==> src/rtl/alu_seq.sv <==
// Registered 8-op ALU with valid/ready handshakes.
// MUL runs as a WIDTH-cycle shift-add loop; other ops finish in one cycle.
module alu_seq #(
  parameter int WIDTH = 16
) (
  input  logic             clk,
  input  logic             reset,
  input  logic             in_valid,
  output logic             in_ready,
  input  logic [WIDTH-1:0] Ain,
  input  logic [WIDTH-1:0] Bin,
  input  logic [2:0]       ALUop,
  output logic             out_valid,
  input  logic             out_ready,
  output logic [WIDTH-1:0] out,
  output logic [3:0]       status
);

  localparam int SHW = $clog2(WIDTH);

  localparam logic [1:0] S_IDLE = 2'd0;
  localparam logic [1:0] S_MUL  = 2'd1;
  localparam logic [1:0] S_DONE = 2'd2;

  localparam logic [SHW:0] CNT_INIT = (SHW+1)'(WIDTH);
  localparam logic [SHW:0] CNT_ONE  = (SHW+1)'(1);

  logic [1:0]         state_q, state_d;
  logic [WIDTH-1:0]   out_q, out_d;
  logic [3:0]         status_q, status_d;
  logic [2*WIDTH-1:0] acc_q, acc_d;
  logic [2*WIDTH-1:0] mcand_q, mcand_d;
  logic [WIDTH-1:0]   mplier_q, mplier_d;
  logic [SHW:0]       cnt_q, cnt_d;

  logic [WIDTH:0]     add_w, sub_w, shl_w;
  logic [WIDTH-1:0]   res;
  logic               res_c, res_v;
  logic [2*WIDTH-1:0] mul_sum;
  logic [WIDTH-1:0]   mul_lo, mul_hi;

  assign in_ready  = (state_q == S_IDLE) & ~reset;
  assign out_valid = (state_q == S_DONE);
  assign out       = out_q;
  assign status    = status_q;

  always_comb begin
    add_w = {1'b0, Ain} + {1'b0, Bin};
    sub_w = {1'b0, Ain} - {1'b0, Bin};
    // Bit WIDTH of the widened shift is the last bit shifted out
    shl_w = {1'b0, Ain} << Bin[SHW-1:0];
    res   = '0;
    res_c = 1'b0;
    res_v = 1'b0;
    unique case (ALUop)
      3'b000: begin
        res   = add_w[WIDTH-1:0];
        res_c = add_w[WIDTH];
        res_v = (Ain[WIDTH-1] == Bin[WIDTH-1]) &&
                (res[WIDTH-1] != Ain[WIDTH-1]);
      end
      3'b001: begin
        res   = sub_w[WIDTH-1:0];
        res_c = sub_w[WIDTH];
        res_v = (Ain[WIDTH-1] != Bin[WIDTH-1]) &&
                (res[WIDTH-1] != Ain[WIDTH-1]);
      end
      3'b010: res = Ain & Bin;
      3'b011: res = ~Bin;
      3'b100: res = Ain | Bin;
      3'b101: res = Ain ^ Bin;
      3'b110: begin
        res   = shl_w[WIDTH-1:0];
        res_c = shl_w[WIDTH];
      end
      default: res = '0;
    endcase
  end

  always_comb begin
    mul_sum = acc_q + (mplier_q[0] ? mcand_q : '0);
    mul_lo  = mul_sum[WIDTH-1:0];
    mul_hi  = mul_sum[2*WIDTH-1:WIDTH];
  end

  always_comb begin
    state_d  = state_q;
    out_d    = out_q;
    status_d = status_q;
    acc_d    = acc_q;
    mcand_d  = mcand_q;
    mplier_d = mplier_q;
    cnt_d    = cnt_q;
    unique case (state_q)
      S_IDLE: begin
        if (in_valid) begin
          if (ALUop == 3'b111) begin
            mcand_d  = {{WIDTH{1'b0}}, Ain};
            mplier_d = Bin;
            acc_d    = '0;
            cnt_d    = CNT_INIT;
            state_d  = S_MUL;
          end else begin
            out_d    = res;
            status_d = {res_c, res == '0,
                        res_v, res[WIDTH-1]};
            state_d  = S_DONE;
          end
        end
      end
      S_MUL: begin
        acc_d    = mul_sum;
        mcand_d  = mcand_q << 1;
        mplier_d = mplier_q >> 1;
        cnt_d    = cnt_q - CNT_ONE;
        if (cnt_q == CNT_ONE) begin
          out_d    = mul_lo;
          status_d = {1'b0, mul_lo == '0,
                      |mul_hi, mul_lo[WIDTH-1]};
          state_d  = S_DONE;
        end
      end
      S_DONE: begin
        if (out_ready) state_d = S_IDLE;
      end
      default: state_d = S_IDLE;
    endcase
  end

  always_ff @(posedge clk or posedge reset) begin
    if (reset) begin
      state_q  <= S_IDLE;
      out_q    <= '0;
      status_q <= '0;
      acc_q    <= '0;
      mcand_q  <= '0;
      mplier_q <= '0;
      cnt_q    <= '0;
    end else begin
      state_q  <= state_d;
      out_q    <= out_d;
      status_q <= status_d;
      acc_q    <= acc_d;
      mcand_q  <= mcand_d;
      mplier_q <= mplier_d;
      cnt_q    <= cnt_d;
    end
  end

endmodule

==> config.mk <==
export PLATFORM = sky130hd
export DESIGN_NAME = alu_seq
export DESIGN_NICKNAME = d
export VERILOG_FILES = /design/src/rtl/alu_seq.sv
export SDC_FILE = /design/constraint.sdc
export NUM_CORES = 1
export LEC_CHECK = 0
export ABC_AREA = 1
export BUFFER_PORTS_ARGS = -buffer_cell sky130_fd_sc_hd__clkbuf_2
export CAP_MARGIN = 20
export CORE_MARGIN = 2
export CORE_UTILIZATION = 52
export CTS_CLUSTER_SIZE = 12
export DETAILED_ROUTE_END_ITERATION = 8
export GPL_TIMING_DRIVEN = 0
export PLACE_DENSITY = 0.72
export REMOVE_ABC_BUFFERS = 1
export SETUP_SLACK_MARGIN = 0.1
export SYNTH_ARGS = -nofsm -noshare
export SYNTH_HDL_FRONTEND = slang
export SYNTH_SLANG_ARGS = --single-unit
==> constraint.sdc <==
create_clock -name clk -period 5.87 [get_ports clk]
set_input_delay 0.587 -clock clk [delete_from_list [all_inputs] [get_ports clk]]
set_output_delay 0.587 -clock clk [all_outputs]
set_load 0.05 [all_outputs]
### After elaboration in Yosys (flattened, before gate mapping)

Cells that the tools add are included.

| operators by class | value |
|---|---|
| bitwise operators | 6 |
| eq/ne operators | 19 |
| shifts and indexed selects | 1 |
| mux-type cells | 29 |
| reductions and logical operators | 11 |
| add/sub/neg operators | 4 |

Operators with widths:

| cell | count |
|---|---|
| 2-to-1 mux 32 bit | 5 |
| case mux 32 bit (2 select lines) | 2 |
| case mux 16 bit (7 select lines) | 1 |
| 2-to-1 mux 16 bit | 5 |
| case mux 16 bit (2 select lines) | 2 |
| adder 32 bit | 1 |
| logical NOT 16 bit | 2 |
| adder 16 x 16 -> 17 bit | 1 |
| << shifter 16 x 4 -> 17 bit | 1 |
| subtractor 16 x 16 -> 17 bit | 1 |
| AND 16 bit | 1 |
| NOT 16 bit | 1 |
| bitwise OR 16 bit | 1 |
| OR reduction 16 bit | 1 |
| XOR 16 bit | 1 |
| equality test 3 bit, second input constant | 4 |
| 2-to-1 mux 4 bit | 3 |
| 2-to-1 mux 5 bit | 2 |
| case mux 5 bit (2 select lines) | 1 |
| 2-to-1 mux 2 bit | 4 |
| case mux 4 bit (2 select lines) | 1 |
| equality test 3 x 2 -> 1 bit, second input constant | 2 |
| != test 2 bit, second input constant | 3 |
| case mux 2 bit (3 select lines) | 1 |
| 18 further kinds | 23 |

| word-level totals | value |
|---|---|
| output and inout port bits | 22 |
| flip-flop bits (word level) | 107 |
| bits of input ports | 39 |
| word-level logic and storage cells | 77 |

### Depth between registers and ports, before layout

| logic depth | value |
|---|---|
| word-level depth | 7 |
| depth in mapped cells | 22 |
| gate-level depth less buffers | 20 |

### Worst setup path after synthesis

OpenSTA, ideal clock, no wires.

| timing | value |
|---|---|
| path kind | input to register |
| start | input Bin[2] |
| end | register status_q[2], in the netlist status[2] |
| required time | 5.797 ns |
| path buffers | 3 |
| data arrival time | 2.611 ns |
| setup time | 0.073 ns |
| slack | 3.186 ns |
| stages | 18 |
| cells stage by stage | buf_4 -> clkinv_1 -> buf_2 -> ha_1 -> buf_4 -> inv_1 -> nand2_1 -> nand3_1 -> nand2_1 -> nand2_1 -> nand2_1 -> nor2_1 -> nor2_1 -> nor2_1 -> nand3_1 -> nor2_1 -> nand2_1 -> a21oi_2 |

| between the ends | value |
|---|---|
| cells in the longest elaborated chain, start to end | 6 |
| elaborated cells between the ends (all ways) | 12 |
| those cells by class | add/sub (2); shift (1); mux (4); bitwise (4); reduce/logical (1) |

Ends and longest elaborated chain:

| what | line | RTL |
|---|---|---|
| start, declared | 11 | `input logic [WIDTH-1:0] Bin,` |
| subtractor 16 x 16 -> 17 bit, or another cell as far along | 49 | `sub_w = {1'b0, Ain} - {1'b0, Bin};` |
| case mux 16 bit (7 select lines) * | 55 | `unique case (ALUop)` |
| logical NOT 16 bit * | 105 | `status_d = {res_c, res == '0,` |
| 2-to-1 mux 4 bit * | 97 | `if (ALUop == 3'b111) begin` |
| 2-to-1 mux 4 bit * | 96 | `if (in_valid) begin` |
| case mux 4 bit (2 select lines) * | 94 | `unique case (state_q)` |
| end signal, assigned | 142 | `status_q <= status_d;` |
| end, declared | 30 | `logic [3:0] status_q, status_d;` |

Every way passes the cells marked *; elsewhere a longest branch is shown, timed or not. The select of a mux whose other input is x is not followed.
A chain may end at the register's enable or synchronous reset.

### Worst setup path in the final report

Ends and elaborated chain as after synthesis.

==> impl_metrics.env <==
export IMPL_drt_first_pass_iters=6
export IMPL_setup_viol=0
export IMPL_gp_congestion=1.014
export IMPL_initial_utilization=0.5248
export IMPL_rr_startpoint="state_q[0]$_DFFE_PP0P_"
export IMPL_clk_pin_slew_ns=0.09
export IMPL_busiest_layer="met2"
export IMPL_hpwl_um=27260
export IMPL_vias_per_cell=5.354
export IMPL_fin_util=0.5621
export IMPL_place_port_buffers=60
export IMPL_peakVddDrop_v=0.0001959
export IMPL_required_ns=6.17
export IMPL_power_density_mw_per_mm2=386.3
export IMPL_dr_first_iter_drc_count=991
export IMPL_die_w_um=149.2
export IMPL_cp_max_fo=20
export IMPL_coreArea_mm2=0.02089
export IMPL_synth_area_mm2=0.01096
export IMPL_finalHoldViolCount=0
export IMPL_critPathKind="input port to flop"
export IMPL_fin_crit_sh=0.6320
export IMPL_synthCells=1838
export IMPL_use_met1=0.4294
export IMPL_ys_warn_count=0
export IMPL_worstMarginPinSlew_ns=0.9812
export IMPL_critPathLaunchType="input port"
export IMPL_rows=53
export IMPL_grt_total_usage=0.3168
export IMPL_clkPwrFrac=0.141
export IMPL_p_int_mw=2.205
export IMPL_area_growth_pct=7.099
export IMPL_seqPwrFrac=0.279
export IMPL_grt_use_met3=0.03119
export IMPL_cts_hold_buf=0
export IMPL_drive_gt1_frac=0.06179
export IMPL_hold_path_class="input port to asynchronous set/reset pin"
export IMPL_wirelength_um=34300
export IMPL_ys_flop_type="dfrtp_1"
export IMPL_die_area_mm2=0.02226
export IMPL_use_met2=0.5279
export IMPL_antenna_cells=0
export IMPL_async_flop_share=1.000
export IMPL_finalNetCount=1983
export IMPL_die_h_um=149.2
export IMPL_finalInstanceArea_mm2=0.01174
export IMPL_cts_tree="yes"
export IMPL_yosys_cell_types_count=44
export IMPL_drc=0
export IMPL_overflow=0
export IMPL_antenna_found_initial=0
export IMPL_skew_ns=0.01640
export IMPL_drtAntennaViolNets=0
export IMPL_leakage_nw=6.713
export IMPL_synth_seq_cells=106
export IMPL_vias=11437
export IMPL_post_cts_buffers=0
export IMPL_post_cts_resized=0
export IMPL_p_sw_mw=2.331
export IMPL_reg2reg_depth=10
export IMPL_post_drt_wl_per_cell_um=16.06
export IMPL_clk_latency_ns=0.37
export IMPL_clockBufferDepth=2
export IMPL_fmax_mhz=269.6
export IMPL_cts_sinks=106
export IMPL_cts_root_buf="clkbuf_16"
export IMPL_p_sw_frac=0.5139
export IMPL_combPwrFrac=0.581
export IMPL_finalSetupTns_ns=0
export IMPL_pin_count=61
export IMPL_slew_violations=0
export IMPL_htree_num_levels=3
export IMPL_yosysSeqAreaShare=0.2420
export IMPL_worstPathArrival_ns=4.01
export IMPL_grt_pass1_vias=10729
export IMPL_cts_buffers=9
export IMPL_grt_first_pass_wirelength_um=55700
export IMPL_r2r_slack_ns=2.62
export IMPL_slew_headroom=0.3443
export IMPL_end_kind="flop"
export IMPL_placed_area_mm2=0.01138
export IMPL_finalCriticalPeriod_ns=3.710
export IMPL_drv_cap=0
export IMPL_rsz0062_at_grt="false"
export IMPL_fill_cells=2223
export IMPL_grt_max_degree=65
export IMPL_holdWs_ns=0.3416
export IMPL_syn_area_per_cell_um2=5.965
export IMPL_status="completed"
export IMPL_synth_edf_count=0
export IMPL_timing_rr_end="status[2]$_DFFE_PP0P_"
[stage by stage]
stage	setup slack [ns]	std cells	total power, mW
after global routing	1.947	2136	4.931
after detailed placement	1.906	2118	3.856
final	2.160	2136	4.536
after global placement	1.211	2115	3.794
after CTS	2.033	2134	4.502
after floorplan	2.494	1780	3.149
[critical path: stages]
cell and delay (ns):
clkbuf_2 0.32, clkinv_1 0.60, ha_1 0.70, inv_1 0.16, nand2_1 0.20, nand3_1 0.12
nand2_1 0.15, nand3_1 0.11, nand2_1 0.07, nand2_1 0.05, nand3_1 0.10, nand2_1 0.07
nor2_1 0.31, nand2_1 0.09, nor2_1 0.11, nand2_1 0.12, a21oi_2 0.13
[layout by cell type (no fill, tap or decap), types with 10 or more instances in the layout]
cell type  instances
a21oi_1           55
a31oi_1           16
clkbuf_2          60
dfrtp_1          106
ha_1              85
inv_1            293
inv_2             10
nand2_1          651
nand3_1          137
nand3b_1          12
nand4_1           24
nor2_1           183
o211ai_1          22
o21a_1            12
o21ai_0           60
o22ai_1           30
[final cells by class]
type                    count  area (um2)  area share
clock buffers               9       225.2     0.01918
clock inverters             7       86.33    0.007353
inverters                 305        1147     0.09772
multi-input cells        1369        6870      0.5851
flip-flops and latches    106        2653      0.2259
well taps                 275       344.1     0.02931
repair buffers             65       415.4     0.03538
[metal layers]
metal  vias to the layer above  wire (um)
met4                         0       1043
met2                       359      15990
met3                        58       1972
met5                         -          0
li1                       5804          -
met1                      5216      15300
[kinds of logic (layout without fill, tap and decap cells)]
family | after synthesis | in the layout | synth area share
and+or+nand+nor | 1046 | 1046 | 0.3940
DFF | 106 | 106 | 0.2420
buffers and inverters | 363 | 386 | 0.1318
xor gates and xnor gates | 13 | 13 | 0.01039
adders and majority gates | 88 | 88 | 0.1025
AOI/OAI and AO/OA | 222 | 222 | 0.1194
[registers in the layout, summed over array words and instances, names as in the netlist]
| signal | count |
|---|---|
| acc_q | 32 |
| cnt_q | 5 |
| mcand_q | 32 |
| mplier_q | 16 |
| out | 15 |
| state_q | 2 |
| status | 4 |
[synthesized netlist by cell type, types with 2 or more instances]
library cell / number / area share
nand4_1: 24 / 0.014
nand2_1: 651 / 0.22
or2_2: 8 / 0.0046
a31oi_1: 16 / 0.0091
nor2_4: 2 / 0.0021
o21ai_0: 60 / 0.027
o21bai_1: 5 / 0.0034
nand3b_1: 12 / 0.0082
dfrtp_1: 106 / 0.24
xnor2_1: 6 / 0.0048
o22ai_1: 30 / 0.017
o21a_1: 12 / 0.0082
nand3_2: 4 / 0.0037
nand3_1: 137 / 0.063
o211ai_1: 22 / 0.015
clkbuf_1: 22 / 0.0075
nand2_2: 2 / 0.0011
a21oi_1: 55 / 0.025
inv_1: 294 / 0.10
buf_6: 2 / 0.0021
a21boi_0: 3 / 0.0021
buf_2: 24 / 0.011
xor2_1: 7 / 0.0056
a2bb2oi_1: 2 / 0.0016
nor3_1: 9 / 0.0041
o21ai_1: 8 / 0.0037
a22o_1: 2 / 0.0016
inv_2: 10 / 0.0034
nor2_2: 4 / 0.0023
fa_1: 3 / 0.0055
o31ai_1: 2 / 0.0014
a21oi_2: 2 / 0.0016
and2_1: 4 / 0.0023
buf_4: 10 / 0.0068
and3_1: 2 / 0.0011
nor2_1: 183 / 0.063
a21o_1: 2 / 0.0014
ha_1: 85 / 0.097
[worst max path at each step]
| stage | from | to | slack (ns) | cells after the start |
|---|---|---|---|---|
| 2_1_floorplan | reset | acc_q[0]$_DFFE_PP0P_ | 2.49 | 1 |
| 3_3_place_gp | reset | mcand_q[0]$_DFFE_PP0P_ | 1.21 | 2 |
| 3_5_place_dp | Bin[2] | status[2]$_DFFE_PP0P_ | 1.91 | 17 |
| 4_1_cts | state_q[0]$_DFFE_PP0P_ | status[2]$_DFFE_PP0P_ | 2.03 | 10 |
| 5_1_grt | Bin[2] | status[2]$_DFFE_PP0P_ | 1.95 | 17 |
| 6_report | Bin[2] | status[2]$_DFFE_PP0P_ | 2.16 | 17 |
[power by group through the flow]
stage	sequential (mW)	clock [mW]	combinational (mW)
2_1_floorplan	1.48	0	1.67
3_3_place_gp	1.29	0	2.50
3_5_place_dp	1.30	0	2.55
4_1_cts	1.29	0.645	2.57
5_1_grt	1.31	0.675	2.95
6_report	1.26	0.639	2.63
No activity file was read; power rests on OpenSTA's default activity.
